File: src/rtl/idu_seq_ctrl.sv
// Multi-cycle instruction sequencer: IDLE -> IF -> ID -> EX -> (MEM) -> WB, with halt/trap on
// ebreak, decode error or handshake timeout; also keeps cycle and retired-instruction counters.
module idu_seq_ctrl #(
  parameter int LSU_OPT_WIDTH = 4,
  parameter int TIMEOUT       = 255
) (
  input  logic                     i_clk,
  input  logic                     i_rst,
  input  logic                     i_ifu_rvalid,
  input  logic [LSU_OPT_WIDTH-1:0] i_lsu_opt,
  input  logic                     i_rdwen,
  input  logic                     i_ebreak,
  input  logic                     i_id_err,
  input  logic                     i_lsu_done,
  output logic                     o_ifu_req,
  output logic                     o_ins_wen,
  output logic                     o_lsu_req,
  output logic                     o_rd_wen,
  output logic                     o_pc_wen,
  output logic                     o_halt,
  output logic                     o_trap,
  output logic [2:0]               o_state,
  output logic [63:0]              o_cycle_cnt,
  output logic [63:0]              o_instret
);

  typedef enum logic [2:0] {
    S_IDLE = 3'd0,
    S_IF   = 3'd1,
    S_ID   = 3'd2,
    S_EX   = 3'd3,
    S_MEM  = 3'd4,
    S_WB   = 3'd5,
    S_HALT = 3'd6,
    S_BAD  = 3'd7
  } state_t;

  localparam logic [7:0] TIMEOUT_C = 8'(TIMEOUT);

  state_t      state;
  state_t      state_nxt;
  logic        trap_set;
  logic        trap_q;
  logic [7:0]  wait_cnt;
  logic [63:0] cycle_cnt;
  logic [63:0] instret;
  logic        lsu_active;
  logic        is_store;

  assign lsu_active = |i_lsu_opt;
  assign is_store   = lsu_active & i_lsu_opt[0];

  always_ff @(posedge i_clk or posedge i_rst) begin
    if (i_rst) begin
      state <= S_IDLE;
    end else begin
      state <= state_nxt;
    end
  end

  always_comb begin
    state_nxt = state;
    trap_set  = 1'b0;
    o_ifu_req = 1'b0;
    o_ins_wen = 1'b0;
    o_lsu_req = 1'b0;
    o_rd_wen  = 1'b0;
    o_pc_wen  = 1'b0;
    case (state)
      S_IDLE: state_nxt = S_IF;
      S_IF: begin
        o_ifu_req = 1'b1;
        o_ins_wen = i_ifu_rvalid;
        // A handshake in the timeout cycle still wins over the trap.
        if (i_ifu_rvalid) begin
          state_nxt = S_ID;
        end else if (wait_cnt == TIMEOUT_C) begin
          state_nxt = S_HALT;
          trap_set  = 1'b1;
        end
      end
      S_ID: begin
        if (i_id_err) begin
          state_nxt = S_HALT;
          trap_set  = 1'b1;
        end else if (i_ebreak) begin
          state_nxt = S_HALT;
        end else begin
          state_nxt = S_EX;
        end
      end
      S_EX: state_nxt = lsu_active ? S_MEM : S_WB;
      S_MEM: begin
        o_lsu_req = 1'b1;
        if (i_lsu_done) begin
          state_nxt = S_WB;
        end else if (wait_cnt == TIMEOUT_C) begin
          state_nxt = S_HALT;
          trap_set  = 1'b1;
        end
      end
      S_WB: begin
        o_pc_wen  = 1'b1;
        o_rd_wen  = i_rdwen & ~is_store;
        state_nxt = S_IF;
      end
      S_HALT: state_nxt = S_HALT;
      default: begin
        state_nxt = S_HALT;
        trap_set  = 1'b1;
      end
    endcase
  end

  // Counter restarts whenever IF/MEM is entered, since any exit clears it.
  always_ff @(posedge i_clk or posedge i_rst) begin
    if (i_rst) begin
      wait_cnt <= 8'd0;
    end else if ((state == S_IF || state == S_MEM) && state_nxt == state) begin
      wait_cnt <= wait_cnt + 8'd1;
    end else begin
      wait_cnt <= 8'd0;
    end
  end

  always_ff @(posedge i_clk or posedge i_rst) begin
    if (i_rst) begin
      trap_q    <= 1'b0;
      cycle_cnt <= 64'd0;
      instret   <= 64'd0;
    end else begin
      trap_q <= trap_q | trap_set;
      if (state != S_HALT) begin
        cycle_cnt <= cycle_cnt + 64'd1;
      end
      if (state == S_WB) begin
        instret <= instret + 64'd1;
      end
    end
  end

  assign o_halt      = (state == S_HALT);
  assign o_trap      = trap_q;
  assign o_state     = state;
  assign o_cycle_cnt = cycle_cnt;
  assign o_instret   = instret;

endmodule

File: config.mk
export PLATFORM = sky130hd
export DESIGN_NAME = idu_seq_ctrl
export DESIGN_NICKNAME = d
export VERILOG_FILES = /design/src/rtl/idu_seq_ctrl.sv
export SDC_FILE = /design/constraint.sdc
export NUM_CORES = 1
export LEC_CHECK = 0
export CAP_MARGIN = 30
export CORE_MARGIN = 5
export CORE_UTILIZATION = 45
export DETAILED_ROUTE_END_ITERATION = 6
export GPL_TIMING_DRIVEN = 0
export PLACE_DENSITY = 0.78
export SLEW_MARGIN = 10
export SYNTH_ARGS = -nofsm -noshare
export SYNTH_HDL_FRONTEND = slang
export SYNTH_SLANG_ARGS = --single-unit
File: constraint.sdc
create_clock -name i_clk -period 12.8 [get_ports i_clk]
set_input_delay 3.84 -clock i_clk [delete_from_list [all_inputs] [get_ports i_clk]]
set_output_delay 3.84 -clock i_clk [all_outputs]
set_load 0.1 [all_outputs]
==> Word level (Yosys, flattened, before mapping) <==
Index checks and enable logic that the tools add are counted.
{ "op_classes": {"add_sub_neg": 3, "muxes": 18, "reduce_logical": 6, "n_eq_ne": 9, "n_bitwise": 4} }
{ "op_table": {"columns": ["op", "count"], "rows": [
  ["64-bit by 1-bit adder with 64-bit output (second input constant)", 2],
  ["3-bit two-way mux", 5],
  ["3-bit one-hot mux with 5 select lines", 1],
  ["1-bit two-way mux", 10],
  ["3-bit equality test (second input constant)", 3],
  ["8-bit by 1-bit adder with 8-bit output (second input constant)", 1],
  ["8-bit equality test (second input constant)", 1],
  ["8-bit two-way mux", 1],
  ["4-bit OR reduction", 2],
  ["3-bit by 2-bit equality test with 1-bit output (second input constant)", 2],
  ["1-bit one-hot mux with 4 select lines", 1],
  ["3-bit by 1-bit equality test with 1-bit output (second input constant)", 1],
  ["3-bit equality test", 1],
  ["3-bit zero test", 1],
  ["3-bit != test (second input constant)", 1],
  ["1-bit bitwise AND", 2],
  ["2-bit OR reduction", 1],
  ["1-bit logical AND", 1],
  ["1-bit logical OR", 1],
  ["1-bit inverter", 1],
  ["1-bit bitwise OR", 1]
]} }
{ "word_totals": {"out_inout_bits": 138, "ff_bits": 140} }

==> Depth between registers and ports, before layout <==
{ "logic_depth": {"ltp_word": 7, "ltp_mapped": 8, "ltp_nobuf": 6} }

==> Worst setup path before layout <==
No wires, ideal clock.
{ "synth_timing": {"path_kind": "input -> output", "startpoint": "input i_lsu_opt[0]", "endpoint": "output o_rd_wen", "arrival_ns": 6.028, "path_stages": 1, "slack_ns": 2.932, "path_cell_list": "nor3b_1"} }
{ "synth_between": {"elab_chain_cells": 5} }
{ "synth_lines": {"columns": ["item", "line_no", "text"], "rows": [
  ["start: declaration", "10", "input logic [LSU_OPT_WIDTH-1:0] i_lsu_opt,"],
  ["4-bit OR reduction", "50", "assign lsu_active = |i_lsu_opt;"],
  ["1-bit bitwise AND (*)", "51", "assign is_store = lsu_active & i_lsu_opt[0];"],
  ["1-bit inverter (*)", "104", "o_rd_wen = i_rdwen & ~is_store;"],
  ["1-bit bitwise AND (*)", "104", null],
  ["1-bit two-way mux (*)", "69", "case (state)"],
  ["end: declaration", "18", "output logic o_rd_wen,"]
]} }
Mark *: on every way between the ends. The rest lies on a longest branch, timed or not.

==> Worst setup path in the final report <==
{ "layout_timing": {"startpoint": "input i_ifu_rvalid", "endpoint": "output o_ins_wen"} }
{ "layout_between": {"elab_chain_cells": 1} }
{ "layout_lines": {"columns": ["item", "line_no", "text"], "rows": [
  ["start: declaration", "9", "input logic i_ifu_rvalid,"],
  ["1-bit two-way mux", "69", null],
  ["end: declaration", "16", "output logic o_ins_wen,"]
]} }
Every way passes these cells.

==> flow_summary.yaml <==
clock_tree:
  htreeDepth: 4
  clkTransAtPathRegs_ps: 60
  ctsResizeCount: 0
  cts_setup_buffers: 0
  numCtsBuffers: 17
  cts.sinks: 140
  cts.path.max_buffers: 2
  root_buffer: "clkbuf_16"
  clkLatencyLatePin_ps: 410
  ctsHoldBuffers: 0
  cts_tree: "yes"
synth:
  ys_top_cells_by_count: "dfrtp_1 (140), xnor2_1 (71), xor2_1 (61)"
  synth-seq-cells: 140
  yosysTopAreaCellShare: 0.521
  syn-cell-area_um2: 6730
  yosysTopAreaCell: "dfrtp_1"
  avgSynthCellArea_um2: 11.2
  synth_edf_count: 0
  synth_cells: 603
  synth_most_common_cell: "dfrtp_1"
  synth_area_leaders: "dfrtp_1 (52%), xnor2_1 (9.2%), xor2_1 (7.9%), nor3_2 (3.9%), nand3_1 (3.6%)"
  ys_types: 40
  synth_top_flop_cell: "dfrtp_1"
  ys_async_sr_fraction: 1.00
  synth_fp_nets: 617
  ys_warn_count: 0
  synth_seq_area_share: 0.521
grt:
  track_usage: 0.182
  grt_pass1_wl_um: 26400
  grt_overflow: 0
  antenna_found_initial: 0
  grt_max_degree: 72
  grt_pass1_vias: 5270
route:
  highest_layer: "met4"
  drt-met1-wl_um: 7030
  drc_errors: 0
  viasPerCell: 5.24
  wl_per_cell_um: 16.3
  met2_length_um: 7560
  first_pass_iters: 4
  drt-initial-drc-count: 283
  postRouteAntennaNets: 0
  num_vias: 5080
  wl_um: 15800
  wl_met3_um: 1010
sta:
  slew_headroom: 0.302
  period_share: 0.743
  tns_ps: 0
  tightest_slew_ps: 1040
  finalHoldViolations: 0
  finalSetupViolCount: 0
  min_period_ps: 9510
  rsz0062_at_grt: "false"
  holdWs_ps: 455
  worst_slack_ps: 3290
  slew_viol_final: 0
  fin_skew_ps: 9.96
  fmax_mhz: 105
setup_path:
  crit_fanout: 5
  worstSetupPathType: "input pin to output port"
  cp.required_ps: 8960
  endpoint: "o_ins_wen"
  start_kind: "input pin"
  ff2ff_setup_slack_ps: 10660
  arrival_ps: 5670
  worst_setup_path_end_kind: "output port"
  r2r-start: "o_state[0]"
  reg2reg_to: "o_cycle_cnt[31]"
  critPathLaunch: "i_ifu_rvalid"
  ff2ff_path_depth: 8
layout:
  multi_input_area_um2: 3060
  fin_cells: 970
  syn2layout_area_growth_pct: 36.0
  final_net_count: 788
  n_antenna_cell: 0
  drive_gt1_frac: 0.128
  final_util: 0.627
  seqCellArea_um2: 3500
  n_fill_cell: 1144
worst_hold_path:
  hold_class: "flop to flop"
placed_design:
  port_buffers: 148
  place_hpwl_um: 11400
  dp_slack_ps: 3300
  gp_congestion: 0.852
  dp_cells: 938
floorplanning:
  fp.dieW_um: 132
  fp.coreArea_um2: 14600
  die_y_um: 132
  rows: 44
  start_util: 0.461
  floorplan.die_area_um2: 17500
  pin_count: 149
power:
  total_leakage_power_nw: 4.07
  p_per_area_nw_per_um2: 105
  ir_drop_mv: 0.0880
run:
  maxCapViolCount: 0
run_status:
  status: "complete, no violations"
-- logic make-up after synthesis --
family / Yosys count / share of synthesized area
buf+inv: 32 / 0.0251
flops: 140 / 0.521
simple gates: 286 / 0.267
compound gates: 10 / 0.00967
fa+ha+maj: 3 / 0.00558
xor+xnor: 132 / 0.172
-- sequential cells by signal (all words and copies together), names as in the netlist --
signal	flops
o_trap	1
o_instret	64
o_cycle_cnt	64
wait_cnt	8
o_state	3
-- power breakdown --
group | leakage, nW | internal [W] | switching (W)
combinational | 1.83 | 0.00000502 | 0.0000134
clock | 0.297 | 0.000319 | 0.000178
sequential | 1.95 | 0.000443 | 0.000000467
total | 4.07 | 0.000767 | 0.000192
-- worst min-delay path by stage --
| stage | to | depth (start not counted) | slack [ps] | start |
|---|---|---|---|---|
| floorplan | wait_cnt[0] | 1 | 430 | wait_cnt[0] |
| global placement | wait_cnt[0] | 1 | 440 | wait_cnt[0] |
| detailed placement | wait_cnt[0] | 1 | 450 | wait_cnt[0] |
| CTS | wait_cnt[0] | 1 | 460 | wait_cnt[0] |
| global route | wait_cnt[0] | 1 | 500 | wait_cnt[0] |
| finish | wait_cnt[0] | 1 | 450 | wait_cnt[0] |
-- cell usage in the layout, fill, tap and decap left out, types with 7 or more instances in the layout --
cell type          n
and3_1            15
nand4_1           23
nand3_1           49
nor2_1            49
inv_1             17
clkbuf_16         17
xnor2_1           71
nand2_1           57
xor2_1            61
nor3_2            26
nor4_2             7
dfrtp_1          140
nor3_1            13
clkdlybuf4s50_1  148
-- worst max-delay path: stages --
cell             delay (ps)
clkdlybuf4s50_1         550
and2_1                  150
clkdlybuf4s50_1        1130
-- routing by layer --
metal,vias up,track usage
met3,19,0.0622
li1,2407,-
met1,2500,0.241
met4,0,0.0526
met2,154,0.286
met5,-,0
-- stage by stage --
step           power (W)  instance area (µm²)
2_1_floorplan   0.000462                 6730
3_3_place_gp    0.000469                 8440
3_5_place_dp    0.000471                 8530
4_1_cts         0.000968                 9120
5_1_grt         0.000990                 9150
6_report        0.000960                 9150
-- final cells by class --
class,instances,area share
repair buffers,152,0.174
clock inverters,8,0.0126
plain buffers,13,0.0107
clock buffers,23,0.0522
flip-flops and latches,140,0.383
well taps,184,0.0252
multi-input cells,431,0.334
inverters,19,0.00834
Note: power is estimated with default switching activity, not from simulation.
